File: src/rtl/ntt_cmd_sequencer_if.sv
// rtl/ntt_cmd_sequencer_if.sv - command, source and core-port bundle for the NTT command sequencer
interface ntt_cmd_sequencer_if #(
  parameter int DATA_W = 32,
  parameter int LEN_W  = 16
);
  logic              cmd_valid;
  logic              cmd_ready;
  logic [4:0]        cmd_op;
  logic [LEN_W-1:0]  cmd_len;
  logic              cmd_strobe;
  logic              cmd_wait;
  logic              src_valid;
  logic              src_ready;
  logic [DATA_W-1:0] src_data;
  logic [4:0]        OP_CODE;
  logic              din_valid;
  logic [DATA_W-1:0] din0;
  logic              done;
  logic              busy;
  logic              err;

  // master is the sequencer; slave is the command queue, word source and core around it
  modport master (
    input  cmd_valid, cmd_op, cmd_len, cmd_strobe, cmd_wait,
    input  src_valid, src_data, done,
    output cmd_ready, src_ready, OP_CODE, din_valid, din0, busy, err
  );

  modport slave (
    output cmd_valid, cmd_op, cmd_len, cmd_strobe, cmd_wait,
    output src_valid, src_data, done,
    input  cmd_ready, src_ready, OP_CODE, din_valid, din0, busy, err
  );
endinterface

File: src/rtl/ntt_cmd_sequencer.sv
// rtl/ntt_cmd_sequencer.sv - frames queued commands into opcode pulse, data burst, gap and done wait
module ntt_cmd_sequencer #(
  parameter int                   DATA_W    = 32,
  parameter int                   LEN_W     = 16,
  parameter int                   TIMEOUT_W = 20,
  parameter logic [TIMEOUT_W-1:0] TIMEOUT   = 20'hFFFFF
) (
  input  logic                 clk,
  input  logic                 reset,
  ntt_cmd_sequencer_if.master  bus
);

  typedef enum logic [2:0] {
    ST_IDLE,
    ST_OPC,
    ST_STREAM,
    ST_GAP,
    ST_WAIT
  } state_t;

  localparam logic [LEN_W-1:0]     CNT_ONE   = LEN_W'(1);
  localparam logic [TIMEOUT_W-1:0] WCNT_LAST = TIMEOUT - TIMEOUT_W'(1);

  state_t               state_q, state_d;
  logic [4:0]           op_code_q, op_code_d;
  logic                 din_valid_q, din_valid_d;
  logic [DATA_W-1:0]    din0_q, din0_d;
  logic [LEN_W-1:0]     cnt_q, cnt_d;
  logic [TIMEOUT_W-1:0] wcnt_q, wcnt_d;
  logic                 err_q, err_d;
  logic                 strobe_q, strobe_d;
  logic                 wait_q, wait_d;
  logic                 src_take;

  // Handshakes are gated by reset so nothing is accepted on an edge that discards it
  assign bus.cmd_ready = (state_q == ST_IDLE) && !reset;
  assign bus.src_ready = (state_q == ST_STREAM) && !strobe_q && !reset;
  assign src_take      = bus.src_ready && bus.src_valid;

  assign bus.busy      = (state_q != ST_IDLE);
  assign bus.OP_CODE   = op_code_q;
  assign bus.din_valid = din_valid_q;
  assign bus.din0      = din0_q;
  assign bus.err       = err_q;

  always_comb begin
    state_d     = state_q;
    op_code_d   = op_code_q;
    din_valid_d = din_valid_q;
    din0_d      = din0_q;
    cnt_d       = cnt_q;
    wcnt_d      = wcnt_q;
    err_d       = err_q;
    strobe_d    = strobe_q;
    wait_d      = wait_q;

    case (state_q)
      ST_IDLE: begin
        if (bus.cmd_valid) begin
          state_d     = ST_OPC;
          op_code_d   = bus.cmd_op;
          din_valid_d = bus.cmd_strobe;
          cnt_d       = bus.cmd_len;
          err_d       = 1'b0;
          strobe_d    = bus.cmd_strobe;
          wait_d      = bus.cmd_wait;
          if (bus.cmd_strobe) begin
            din0_d = '0;
          end
        end
      end

      ST_OPC: begin
        op_code_d = '0;
        if (cnt_q == '0) begin
          din_valid_d = 1'b0;
          state_d     = ST_GAP;
        end else begin
          state_d = ST_STREAM;
        end
      end

      ST_STREAM: begin
        if (strobe_q) begin
          // Final decrement drops din_valid so it spans exactly OPC plus len cycles
          din0_d = '0;
          cnt_d  = cnt_q - CNT_ONE;
          if (cnt_q == CNT_ONE) begin
            din_valid_d = 1'b0;
            state_d     = ST_GAP;
          end else begin
            din_valid_d = 1'b1;
          end
        end else if (src_take) begin
          din0_d      = bus.src_data;
          din_valid_d = 1'b1;
          cnt_d       = cnt_q - CNT_ONE;
          if (cnt_q == CNT_ONE) begin
            state_d = ST_GAP;
          end
        end else begin
          din_valid_d = 1'b0;
        end
      end

      ST_GAP: begin
        din_valid_d = 1'b0;
        op_code_d   = '0;
        wcnt_d      = '0;
        state_d     = wait_q ? ST_WAIT : ST_IDLE;
      end

      ST_WAIT: begin
        if (bus.done) begin
          state_d = ST_IDLE;
        end else if (wcnt_q == WCNT_LAST) begin
          err_d   = 1'b1;
          state_d = ST_IDLE;
        end else begin
          wcnt_d = wcnt_q + TIMEOUT_W'(1);
        end
      end

      default: begin
        state_d = ST_IDLE;
      end
    endcase
  end

  always_ff @(posedge clk) begin
    if (reset) begin
      state_q     <= ST_IDLE;
      op_code_q   <= '0;
      din_valid_q <= 1'b0;
      din0_q      <= '0;
      cnt_q       <= '0;
      wcnt_q      <= '0;
      err_q       <= 1'b0;
      strobe_q    <= 1'b0;
      wait_q      <= 1'b0;
    end else begin
      state_q     <= state_d;
      op_code_q   <= op_code_d;
      din_valid_q <= din_valid_d;
      din0_q      <= din0_d;
      cnt_q       <= cnt_d;
      wcnt_q      <= wcnt_d;
      err_q       <= err_d;
      strobe_q    <= strobe_d;
      wait_q      <= wait_d;
    end
  end

endmodule

File: src/flat_wrapper.sv
// flat-port wrapper written by rule: the top's interface ports become plain ports
module ntt_cmd_sequencer_flat 
#(
  parameter int                   DATA_W    = 32,
  parameter int                   LEN_W     = 16,
  parameter int                   TIMEOUT_W = 20,
  parameter logic [TIMEOUT_W-1:0] TIMEOUT   = 20'hFFFFF
)
  (clk, reset, bus_cmd_valid, bus_cmd_op, bus_cmd_len, bus_cmd_strobe, bus_cmd_wait, bus_src_valid, bus_src_data, bus_done, bus_cmd_ready, bus_src_ready, bus_OP_CODE, bus_din_valid, bus_din0, bus_busy, bus_err);
  ntt_cmd_sequencer_if #(.DATA_W(DATA_W), .LEN_W(LEN_W)) bus_i ();
  input  logic clk;
  input  logic reset;
  input wire logic [$bits(bus_i.cmd_valid)-1:0] bus_cmd_valid;
  input wire logic [$bits(bus_i.cmd_op)-1:0] bus_cmd_op;
  input wire logic [$bits(bus_i.cmd_len)-1:0] bus_cmd_len;
  input wire logic [$bits(bus_i.cmd_strobe)-1:0] bus_cmd_strobe;
  input wire logic [$bits(bus_i.cmd_wait)-1:0] bus_cmd_wait;
  input wire logic [$bits(bus_i.src_valid)-1:0] bus_src_valid;
  input wire logic [$bits(bus_i.src_data)-1:0] bus_src_data;
  input wire logic [$bits(bus_i.done)-1:0] bus_done;
  output wire logic [$bits(bus_i.cmd_ready)-1:0] bus_cmd_ready;
  output wire logic [$bits(bus_i.src_ready)-1:0] bus_src_ready;
  output wire logic [$bits(bus_i.OP_CODE)-1:0] bus_OP_CODE;
  output wire logic [$bits(bus_i.din_valid)-1:0] bus_din_valid;
  output wire logic [$bits(bus_i.din0)-1:0] bus_din0;
  output wire logic [$bits(bus_i.busy)-1:0] bus_busy;
  output wire logic [$bits(bus_i.err)-1:0] bus_err;
  assign bus_i.cmd_valid = bus_cmd_valid;
  assign bus_i.cmd_op = bus_cmd_op;
  assign bus_i.cmd_len = bus_cmd_len;
  assign bus_i.cmd_strobe = bus_cmd_strobe;
  assign bus_i.cmd_wait = bus_cmd_wait;
  assign bus_i.src_valid = bus_src_valid;
  assign bus_i.src_data = bus_src_data;
  assign bus_i.done = bus_done;
  assign bus_cmd_ready = bus_i.cmd_ready;
  assign bus_src_ready = bus_i.src_ready;
  assign bus_OP_CODE = bus_i.OP_CODE;
  assign bus_din_valid = bus_i.din_valid;
  assign bus_din0 = bus_i.din0;
  assign bus_busy = bus_i.busy;
  assign bus_err = bus_i.err;
  ntt_cmd_sequencer #(.DATA_W(DATA_W), .LEN_W(LEN_W), .TIMEOUT_W(TIMEOUT_W), .TIMEOUT(TIMEOUT)) u_core (.clk(clk), .reset(reset), .bus(bus_i));
endmodule
File: config.mk
export PLATFORM = sky130hd
export DESIGN_NAME = ntt_cmd_sequencer_flat
export DESIGN_NICKNAME = d
export VERILOG_FILES = /design/src/rtl/ntt_cmd_sequencer_if.sv /design/src/rtl/ntt_cmd_sequencer.sv /design/src/flat_wrapper.sv
export SDC_FILE = /design/constraint.sdc
export NUM_CORES = 1
export LEC_CHECK = 0
export CAP_MARGIN = 20
export CORE_UTILIZATION = 52
export DETAILED_ROUTE_END_ITERATION = 8
export PLACE_DENSITY_LB_ADDON = 0.2
export SLEW_MARGIN = 10
export SYNTH_ARGS = -nofsm -noshare
export SYNTH_HDL_FRONTEND = slang
export SYNTH_SLANG_ARGS = --single-unit
export TNS_END_PERCENT = 30
File: constraint.sdc
create_clock -name clk -period 6.3 [get_ports clk]
set_clock_uncertainty 0.15 [all_clocks]
set_input_delay 1.26 -clock clk [delete_from_list [all_inputs] [get_ports clk]]
set_output_delay 1.26 -clock clk [all_outputs]
set_load 0.03 [all_outputs]
# After elaboration in Yosys (flattened, before gate mapping)
# Cells that the tools add are included.
# op_classes
bitwise,0
n_mux,33
n_mul,0
n_eq_ne,14
reduce_logical,23
n_shift,0
magnitude_cmp,0
div,0
n_addsub,2
# ops
cell,count
two-way mux 32 bit,4
case mux 32 bit (2 select lines),1
two-way mux 16 bit,3
two-way mux 20 bit,2
case mux 20 bit (2 select lines),1
case mux 16 bit (2 select lines),1
two-way mux 3 bit,7
"adder 20 x 1 -> 20 bit, second input constant",1
"equality test 20 bit, second input constant",1
"equality test 16 x 1 -> 1 bit, second input constant",1
zero test 16 bit,1
"subtractor 16 x 1 -> 16 bit, second input constant",1
case mux 3 bit (5 select lines),1
AND reduction 3 bit,4
case mux 5 bit (2 select lines),1
two-way mux 1 bit,9
"!= test 2 bit, second input constant",4
AND reduction 4 bit,2
nonzero test 2 bit,4
"equality test 3 x 2 -> 1 bit, second input constant",2
two-way mux 5 bit,1
logical AND 1 bit,4
"!= test 2 x 1 -> 1 bit, second input constant",2
case mux 1 bit (4 select lines),1
11 further kinds,13
# totals
mem_bits_rw,0
regBits,80
mem_bits_ro,0
input_bits,60
output_inout_bits,42
wordCells,81
mem_count,0
latchBits,0

# Depth between registers and ports, before layout
# logic_depth
word_depth,7
depth_mapped,9
mapped_depth_nobuf,7

# Worst setup path before layout
# OpenSTA, ideal clock, no wires.
# synth_path
path_kind,input port to output port
startpoint,input reset
endpoint,output bus_src_ready
t_arrival_ns,2.332
t_required_ns,4.890
path_buffers,2
cell_stages,3
setup_slack_ns,2.558
cell_sequence,clkbuf_1 -> clkbuf_1 -> nor3_1
# synth_via
elab_chain_cells,2
# synth_rtl
element,line_no,rtl
start: declaration,flat_wrapper.sv:12,input logic reset;
zero test 1 bit,ntt_cmd_sequencer.sv:37,assign bus.src_ready = (state_q == ST_STREAM) && !strobe_q && !reset;
logical AND 1 bit,ntt_cmd_sequencer.sv:37,
end: declaration,flat_wrapper.sv:22,output wire logic [$bits(bus_i.src_ready)-1:0] bus_src_ready;
# Every way passes these cells.

# Final worst setup path
# layout_path
startpoint,register u_core.state_q[1]
endpoint,output bus_src_ready
# layout_via
elab_chain_cells,3
# layout_rtl
element,line_no,rtl
start: declaration,ntt_cmd_sequencer.sv:24,"state_t state_q, state_d;"
start signal: assignment,ntt_cmd_sequencer.sv:142,state_q <= state_d;
equality test 3 x 2 -> 1 bit,ntt_cmd_sequencer.sv:37,
logical AND 1 bit (2 in a row),ntt_cmd_sequencer.sv:37,
# Every way passes these cells.

==> impl_metrics.py <==
metrics = {
    "outcome": {
        "status": "complete, no violations",
    },
    "global_routing": {
        "grt_pass1_wl_mm": 15.9,
        "grt_pass1_vias": 3525,
        "grt_max_degree": 44,
        "antenna_found_initial": 0,
        "grt.overflow.total": 0,
        "grtUsageTotal_pct": 25.7,
    },
    "cts": {
        "h-tree-depth": 3,
        "cts_setup_buffers": 0,
        "ctsLongestPathBuffers": 2,
        "clk_latency_ps": 350,
        "cts_tree": "built",
        "clkSlewWorstSetupHoldPaths_ps": 80,
        "numCtsBuffers": 9,
        "cts_num_sinks": 80,
        "cts_root_buffer": "clkbuf_8",
        "cts_hold_repair.buffers": 0,
        "cts_resized": 0,
    },
    "routing": {
        "wl_per_cell_um": 14.9,
        "route.detailed.drc": 0,
        "vias": 3821,
        "dr.pass1.iters": 4,
        "viasPerCell": 5.69,
        "drt-initial-drc-count": 206,
        "ant_nets": 0,
        "drt_wl_total_mm": 10.0,
    },
    "sta": {
        "max_freq_mhz": 229,
        "period_minus_slack_ps": 4370,
        "setup_tns_ps": 0,
        "hold_viol": 0,
        "rsz0062_at_grt": "false",
        "final_max_slew_viol_count": 0,
        "relSlewSlack_pct": 32.6,
        "worstMarginPinSlew_ps": 997,
        "post-route-period-util_pct": 69.4,
        "final-setup-viol-count": 0,
    },
    "synthesis": {
        "synth_cells": 486,
        "yosysWarnings": 0,
        "yosysSeqAreaShare_pct": 41.4,
        "async_flop_share_pct": 0,
        "syn_area_per_cell_um2": 7.95,
        "synth_edf_count": 0,
        "syn-cell-area_um2": 3860,
        "post_synth_num_cell_types": 61,
        "syn-num-nets": 551,
        "yosys_most_used_dff": "dfxtp_1",
        "ys_ff_latch": 80,
    },
    "critical_path": {
        "cpPeakStageDelay_ps": 840,
        "required_ps": 4890,
        "crit_chain": "or3b_1 > nor3_1 > clkdlybuf4s50_1",
        "arrival_ps": 2960,
        "startpoint": "u_core.state_q[1]$_SDFFE_PP0P_",
        "cp_slowest_cell": "dfxtp_1",
        "worstSetupPathType": "register to primary output",
        "r2r-start": "u_core.state_q[1]$_SDFFE_PP0P_",
        "cp_max_fo": 22,
        "startpoint_type": "register",
        "critPathCaptureType": "primary output",
    },
    "placed_design": {
        "port-buffer-count": 101,
        "hpwlAfterDp_mm": 6.88,
        "place_congestion": 0.842,
    },
    "floorplan": {
        "die_x_um": 88.2,
        "initial_utilization_pct": 53.6,
        "die_h_um": 88.2,
        "dieArea_um2": 7780,
        "core_um2": 7210,
        "row_count": 31,
        "io_pins": 102,
    },
    "final_layout": {
        "final_util_pct": 69.9,
        "register_area_um2": 1600,
        "final_common_cell": "clkdlybuf4s50_1",
        "n_fill_cell": 606,
        "fin_nets": 634,
        "drive_gt1_share_pct": 6.46,
        "syn2layout_area_growth_pct": 30.5,
        "multi_input_area_um2": 2070,
        "n_antenna_cell": 0,
        "layout_common_cells": "100 x clkdlybuf4s50_1, 80 x dfxtp_1, 75 x nand2_1",
    },
    "run": {
        "drv_cap": 0,
    },
    "power": {
        "power.leakage_nw": 1.69,
        "ir_worst_vdd_mv": 0.222,
        "p_per_area_nw_per_um2": 350,
    },
    "worst_hold_path": {
        "hp-class": "register to register",
        "worstHoldStart": "u_core.bus.din0[4]$_SDFFE_PP0P_",
    },
}
-- per-layer routing --
metal | track usage [%] | part of all wire, % | routed length [um]
met2 | 45.0 | 50 | 5040
met3 | 3.26 | 4.0 | 396
met5 | 0 | 0 | 0
met4 | 10.9 | 1.4 | 136
met1 | 31.9 | 44 | 4430
-- Yosys cell counts (3+ instances only) --
| library cell | number | area share (%) |
|---|---|---|
| o21a_1 | 3 | 0.58 |
| nand2_1 | 75 | 7.3 |
| nor3_1 | 11 | 1.4 |
| or4_1 | 6 | 1.2 |
| ha_1 | 5 | 1.6 |
| and2_1 | 5 | 0.81 |
| o32ai_1 | 3 | 0.68 |
| a311oi_1 | 4 | 0.91 |
| o21bai_1 | 4 | 0.78 |
| inv_1 | 9 | 0.87 |
| buf_2 | 12 | 1.6 |
| nor2b_1 | 3 | 0.49 |
| nand3_1 | 42 | 5.4 |
| o21ai_0 | 19 | 2.5 |
| nand4_1 | 8 | 1.3 |
| dfxtp_1 | 80 | 41 |
| a211oi_1 | 6 | 1.2 |
| clkbuf_1 | 17 | 1.7 |
| o211ai_1 | 3 | 0.58 |
| buf_6 | 3 | 0.87 |
| o31ai_1 | 4 | 0.78 |
| or3_1 | 10 | 1.6 |
| xnor2_1 | 3 | 0.68 |
| a31o_2 | 3 | 0.68 |
| a21oi_1 | 73 | 9.5 |
| a21o_1 | 3 | 0.58 |
| nor2_1 | 29 | 2.8 |
-- flip-flops by register name (all words and copies together) (netlist names) --
signal                cells
u_core.wcnt_q            20
u_core.state_q            3
u_core.bus.din0          32
u_core.wait_q             1
u_core.bus.OP_CODE        5
u_core.strobe_q           1
u_core.cnt_q             16
u_core.bus.err            1
u_core.bus.din_valid      1
-- area by class of cell --
cell class | count | share of cell area, %
multi-input cells | 363 | 41.1
flip-flops and latches | 80 | 31.7
repair buffers | 106 | 20.8
clock buffers | 10 | 2.53
well taps | 99 | 2.46
clock inverters | 5 | 0.670
inverters | 9 | 0.670
-- per-stage QoR --
step	std cells	hold slack, ps	cell area, um^2	setup slack [ps]	total power (W)
global placement	656	288	4870	2360	0.00141
floorplan	486	285	3860	2560	0.00121
CTS	672	304	5040	1960	0.00177
global route	672	319	5040	1730	0.00188
detailed placement	657	292	4880	2360	0.00143
finish	672	301	5040	1930	0.00177
-- final timing paths --
path                            slack [ps]  cells after the start                               to
worst max register to register        3410                      5  u_core.bus.din0[9]$_SDFFE_PP0P_
worst min-delay path                   300                      2  u_core.bus.din0[4]$_SDFFE_PP0P_
worst min register to register         300                      2  u_core.bus.din0[4]$_SDFFE_PP0P_
worst max-delay path                  1930                      3                    bus_src_ready
-- power breakdown --
part	total [W]	switching (W)	internal, W
Sequential	0.000673	0.0000967	0.000577
Clock	0.000331	0.000190	0.000141
Combinational	0.000761	0.000473	0.000287
Total	0.00177	0.000760	0.00100
-- critical path, delay by kind of cell (launching register included) --
kind | cells | cell delay (ps)
and+or+nand+nor | 2 | 1040
DFF | 1 | 840
buffers and inverters | 1 | 730
-- kinds of logic (layout without fill, tap and decap cells) --
family | after synthesis | in the layout | synth area share (%)
flops | 80 | 80 | 41.4
fa+ha+maj | 5 | 5 | 1.62
xor+xnor | 5 | 5 | 1.13
buf+inv | 43 | 130 | 5.15
compound gates | 144 | 144 | 22.7
simple gates | 207 | 207 | 27.4
mux | 2 | 2 | 0.550
(Power assumes the default switching activity.)
==> RTL change 1: new RTL, same flow settings <==
`TIMEOUT_W` is set to 20 in 2 places; all go to 40.
--- a/src/rtl/ntt_cmd_sequencer.sv
+++ b/src/rtl/ntt_cmd_sequencer.sv
@@ -3,5 +3,5 @@
   parameter int                   DATA_W    = 32,
   parameter int                   LEN_W     = 16,
-  parameter int                   TIMEOUT_W = 20,
+  parameter int                   TIMEOUT_W = 40,
   parameter logic [TIMEOUT_W-1:0] TIMEOUT   = 20'hFFFFF
 ) (
--- a/src/flat_wrapper.sv
+++ b/src/flat_wrapper.sv
@@ -4,5 +4,5 @@
   parameter int                   DATA_W    = 32,
   parameter int                   LEN_W     = 16,
-  parameter int                   TIMEOUT_W = 20,
+  parameter int                   TIMEOUT_W = 40,
   parameter logic [TIMEOUT_W-1:0] TIMEOUT   = 20'hFFFFF
 )
Check against the original RTL: same outputs for any inputs over 4 cycles, from zero or initial values and one cycle with reset high; that may be too few to reach the edited logic, so the function may still have changed.
==> RTL change 1 against the original RTL <==
Worst hold slack improved by 0.0086 ns; synthesized area rose by 25%; maximum frequency rose by 3.0%; synthesized cell count rose by 29%; non-clock buffer count rose by 1; sequential share of layout area rose by 1.2 points; total power fell by 14%; wire length rose by 30%; final area rose by 21%; clock power rose by 25%; via count rose by 30%; worst setup slack improved by 0.13 ns; sequential cell count rose by 20; critical endpoint unchanged.
==> RTL change 1: results (changes against the original RTL) <==
synth top area cells dfxtp_1 41%, a21oi_1 8.4%, nand2_1 6.3%, nand3_1 5.9%, o21ai_0 3.4% (was dfxtp_1 41%, a21oi_1 9.5%, nand2_1 7.3%, nand3_1 5.4%, nor2_1 2.8%); met2 Usage GRT 47.1% (was 45.0%); Final HPWL DP 8.99 mm (was 6.88 mm); status finished, final reports clean (unchanged); total wire length 13.0 mm (was 10.0 mm); WHS 0.310 ns (was 0.301 ns); worst skew pair latency 0.37 ns (was 0.35 ns); crit-path max FO 35 (was 22); Area after DPL 5870 um2 (was 4880 um2); Hold Startpoint u_core.bus.din0[28]$_SDFFE_PP0P_ (was u_core.bus.din0[4]$_SDFFE_PP0P_); GRT Overall Usage 26.7% (was 25.7%); first-pass GRT wire length 21.4 mm (was 15.9 mm); CP top delay family buffers and inverters (was simple AND/OR/NAND/NOR gates); layout cell share with drive strength beyond 1 4.80% (was 6.46%); GR Util met1 30.8% (was 31.9%); R2R depth 7 (was 5); critical path startpoint reset (was u_core.state_q[1]$_SDFFE_PP0P_); register clock-pin slew on the reported worst setup and hold paths 0.12 ns (was 0.08 ns); Arr. time, crit path 2.84 ns (was 2.96 ns); port bufs 101 (unchanged); Power Internal 980 uW (was 1000 uW); drt pass-1 iters 5 (was 4); Leak 0.00195 uW (was 0.00169 uW); Post-Syn Nets 691 (was 551); Post-Syn Instances 626 (was 486); vias in the first global route 4686 (was 3525); Cells after DPL 799 (was 657); combinational share of power 25.7% (was 43.1%); Max-slew headroom 41.7% (was 32.6%); Post-layout nets 768 (was 634); grt met3 use 7.80% (was 3.26%); drt initial violations 258 (was 206); Worst R2R Setup Slack 3.26 ns (was 3.41 ns); most instantiated cells after synthesis 100 x dfxtp_1, 81 x a21oi_1, 81 x nand2_1 (was 80 x dfxtp_1, 75 x nand2_1, 73 x a21oi_1); Fmax 0.236 GHz (was 0.229 GHz); routed len/inst 15.9 um (was 14.9 um); slowest stage delay, CP 0.59 ns (was 0.84 ns); WHS Endpoint u_core.bus.din0[28]$_SDFFE_PP0P_ (was u_core.bus.din0[4]$_SDFFE_PP0P_); Reg power frac 46.9% (was 38.2%); peak supply drop 0.000171 V (was 0.000222 V); r2r startpoint u_core.wcnt_q[12]$_SDFFE_PP0P_ (was u_core.state_q[1]$_SDFFE_PP0P_); register area share after synthesis 41.4% (about the same); pwr/cell area 250 nW/um2 (was 350 nW/um2); GPL Wtd Cong 0.881 (was 0.842); largest net degree at the start of global routing 38 (was 44); worst r2r dst u_core.wcnt_q[15]$_SDFFE_PP0P_ (was u_core.bus.din0[9]$_SDFFE_PP0P_); number of flip-flops in the largest register 40 (was 32)
RTL change 1: routing by layer:
| layer | vias up | routed length [um] |
|---|---|---|
| met5 | - | 0 |
| met4 | 0 | 314 |
| met3 | 26 | 800 |
| met2 | 148 | 6570 |
| met1 | 2366 | 5320 |
| li1 | 2430 | - |
RTL change 1: cells by family (layout without fill, tap and decap cells):
logic type / after synthesis / after routing / share of synthesized area [%]
AO/OA/AOI/OAI: 168 / 168 / 20.5
XOR/XNOR: 12 / 12 / 2.17
buffers and inverters: 56 / 138 / 4.50
adder cells (fa/ha/maj): 5 / 5 / 1.29
flip-flops: 100 / 100 / 41.4
multiplexers: 1 / 1 / 0.207
AND/OR/NAND/NOR: 284 / 284 / 29.9
RTL change 1: cell type report:
cell class,count,area [um2],share of cell area [%]
Clock buffer,9,124,2.04
Timing Repair Buffer,107,1070,17.6
Inverter,15,56.3,0.926
Clock inverter,7,73.8,1.21
Multi-Input combinational cell,470,2620,43.1
Sequential cell,100,2000,32.9
Tap cell,108,135,2.22
==> RTL change 2: new RTL, config.mk and constraints unchanged <==
Made on the original files. Encoding of `state_t`: now Gray code (3 bits for 5 states).
--- a/src/rtl/ntt_cmd_sequencer.sv
+++ b/src/rtl/ntt_cmd_sequencer.sv
@@ -12,9 +12,9 @@
 
   typedef enum logic [2:0] {
-    ST_IDLE,
-    ST_OPC,
-    ST_STREAM,
-    ST_GAP,
-    ST_WAIT
+    ST_IDLE   = 3'b000,
+    ST_OPC    = 3'b001,
+    ST_STREAM = 3'b011,
+    ST_GAP    = 3'b010,
+    ST_WAIT   = 3'b110
   } state_t;
 
Function: no difference found for any inputs over 4 cycles, from zero or initial values and one cycle with reset high; so few cycles prove little.
==> RTL change 2 against the original RTL <==
Wire length is 9.9% higher; count of clock-buffer cells in the layout fell by 1; worst setup slack lost 0.18 ns; sequential cell count is the same; critical path depth unchanged; register-to-register slack got worse by 0.06 ns; final area increased by 8.9%; synthesized area rose by 9.4%; critical endpoint unchanged.
Power is not compared: it rests on default switching activity, and its combinational part moved more than twofold at a synthesized area within 25%.
==> RTL change 2: results (changes against the original RTL) <==
critical path startpoint reset (was u_core.state_q[1]$_SDFFE_PP0P_); mux cell area share after synthesis 11.4% (was 0.550%); Met1 Routed Length 4.46 mm (was 4.43 mm); Synth Area in XOR/XNOR 0% (was 1.13%); Post-Syn Nets 569 (was 551); most instantiated cells after synthesis 104 x nand2_1, 80 x dfxtp_1, 48 x mux2i_1 (was 80 x dfxtp_1, 75 x nand2_1, 73 x a21oi_1); drt pass-1 iters 7 (was 4); Final HPWL DP 7.67 mm (was 6.88 mm); routed len/inst 15.8 um (was 14.9 um); vias per cell 5.95 (was 5.69); Multi-input comb cells 376 (was 363); Seq/total area 29.2% (was 31.7%); r2r startpoint u_core.state_q[2]$_SDFFE_PP0P_ (was u_core.state_q[1]$_SDFFE_PP0P_); layout cell share with drive strength beyond 1 5.88% (was 6.46%); Signal buffers 109 (was 106); Post-Synth Adder-Cell Area 1.48% (was 1.62%); GPL Wtd Cong 0.905 (was 0.842); fillcell total 648 (was 606); largest net degree at the start of global routing 43 (was 44); met2 Usage GRT 47.0% (was 45.0%); drt initial violations 173 (was 206); WL met3 491 um (was 396 um); synth unique cells 64 (was 61); Max-slew headroom 25.9% (was 32.6%); register area share after synthesis 37.9% (was 41.4%); Synth Cell Area 4230 um2 (was 3860 um2); status finished, final reports clean (unchanged); non-clk buf share 19.5% (was 20.8%); Synth Area in Compound Gates 16.9% (was 22.7%); Post-layout nets 655 (was 634); Area after DPL 5290 um2 (was 4880 um2); ClkCell Share 3.76% (was 3.20%); CP max stage cell clkdlybuf4s50_1 (was dfxtp_1); fraction of area in multi-input gates 44.3% (was 41.1%); Post-Place Setup Slack 1.75 ns (was 2.36 ns); GRT Overall Usage 26.3% (was 25.7%); inverters 14 (was 9)
## RTL change 2: per-stage QoR
stage | utilization [%] | power, uW | cells | hold slack (ns)
after floorplan | - | 702 | 504 | 0.292
after global placement | 67.7 | 781 | 681 | 0.292
after detailed placement | 67.7 | 787 | 681 | 0.301
after CTS | 70.3 | 1180 | 697 | 0.314
after global routing | 70.3 | 1230 | 697 | 0.334
final | 70.3 | 1180 | 697 | 0.310
## RTL change 2: path summary, 6_finish.rpt
kind	endpoint	slack [ns]	depth (start not counted)
worst max register to register	u_core.wcnt_q[8]$_SDFFE_PP0P_	3.35	5
worst min-delay path	u_core.bus.din0[29]$_SDFFE_PP0P_	0.31	2
worst min register to register	u_core.bus.din0[29]$_SDFFE_PP0P_	0.31	2
worst max-delay path	bus_src_ready	1.75	3
## RTL change 2: power by group through the flow
stage               registers, uW  logic (uW)  clock network, uW
finish                        545         235                402
global route                  548         254                429
CTS                           544         233                408
detailed placement            555         232                  0
global placement              554         227                  0
floorplan                     554         148                  0
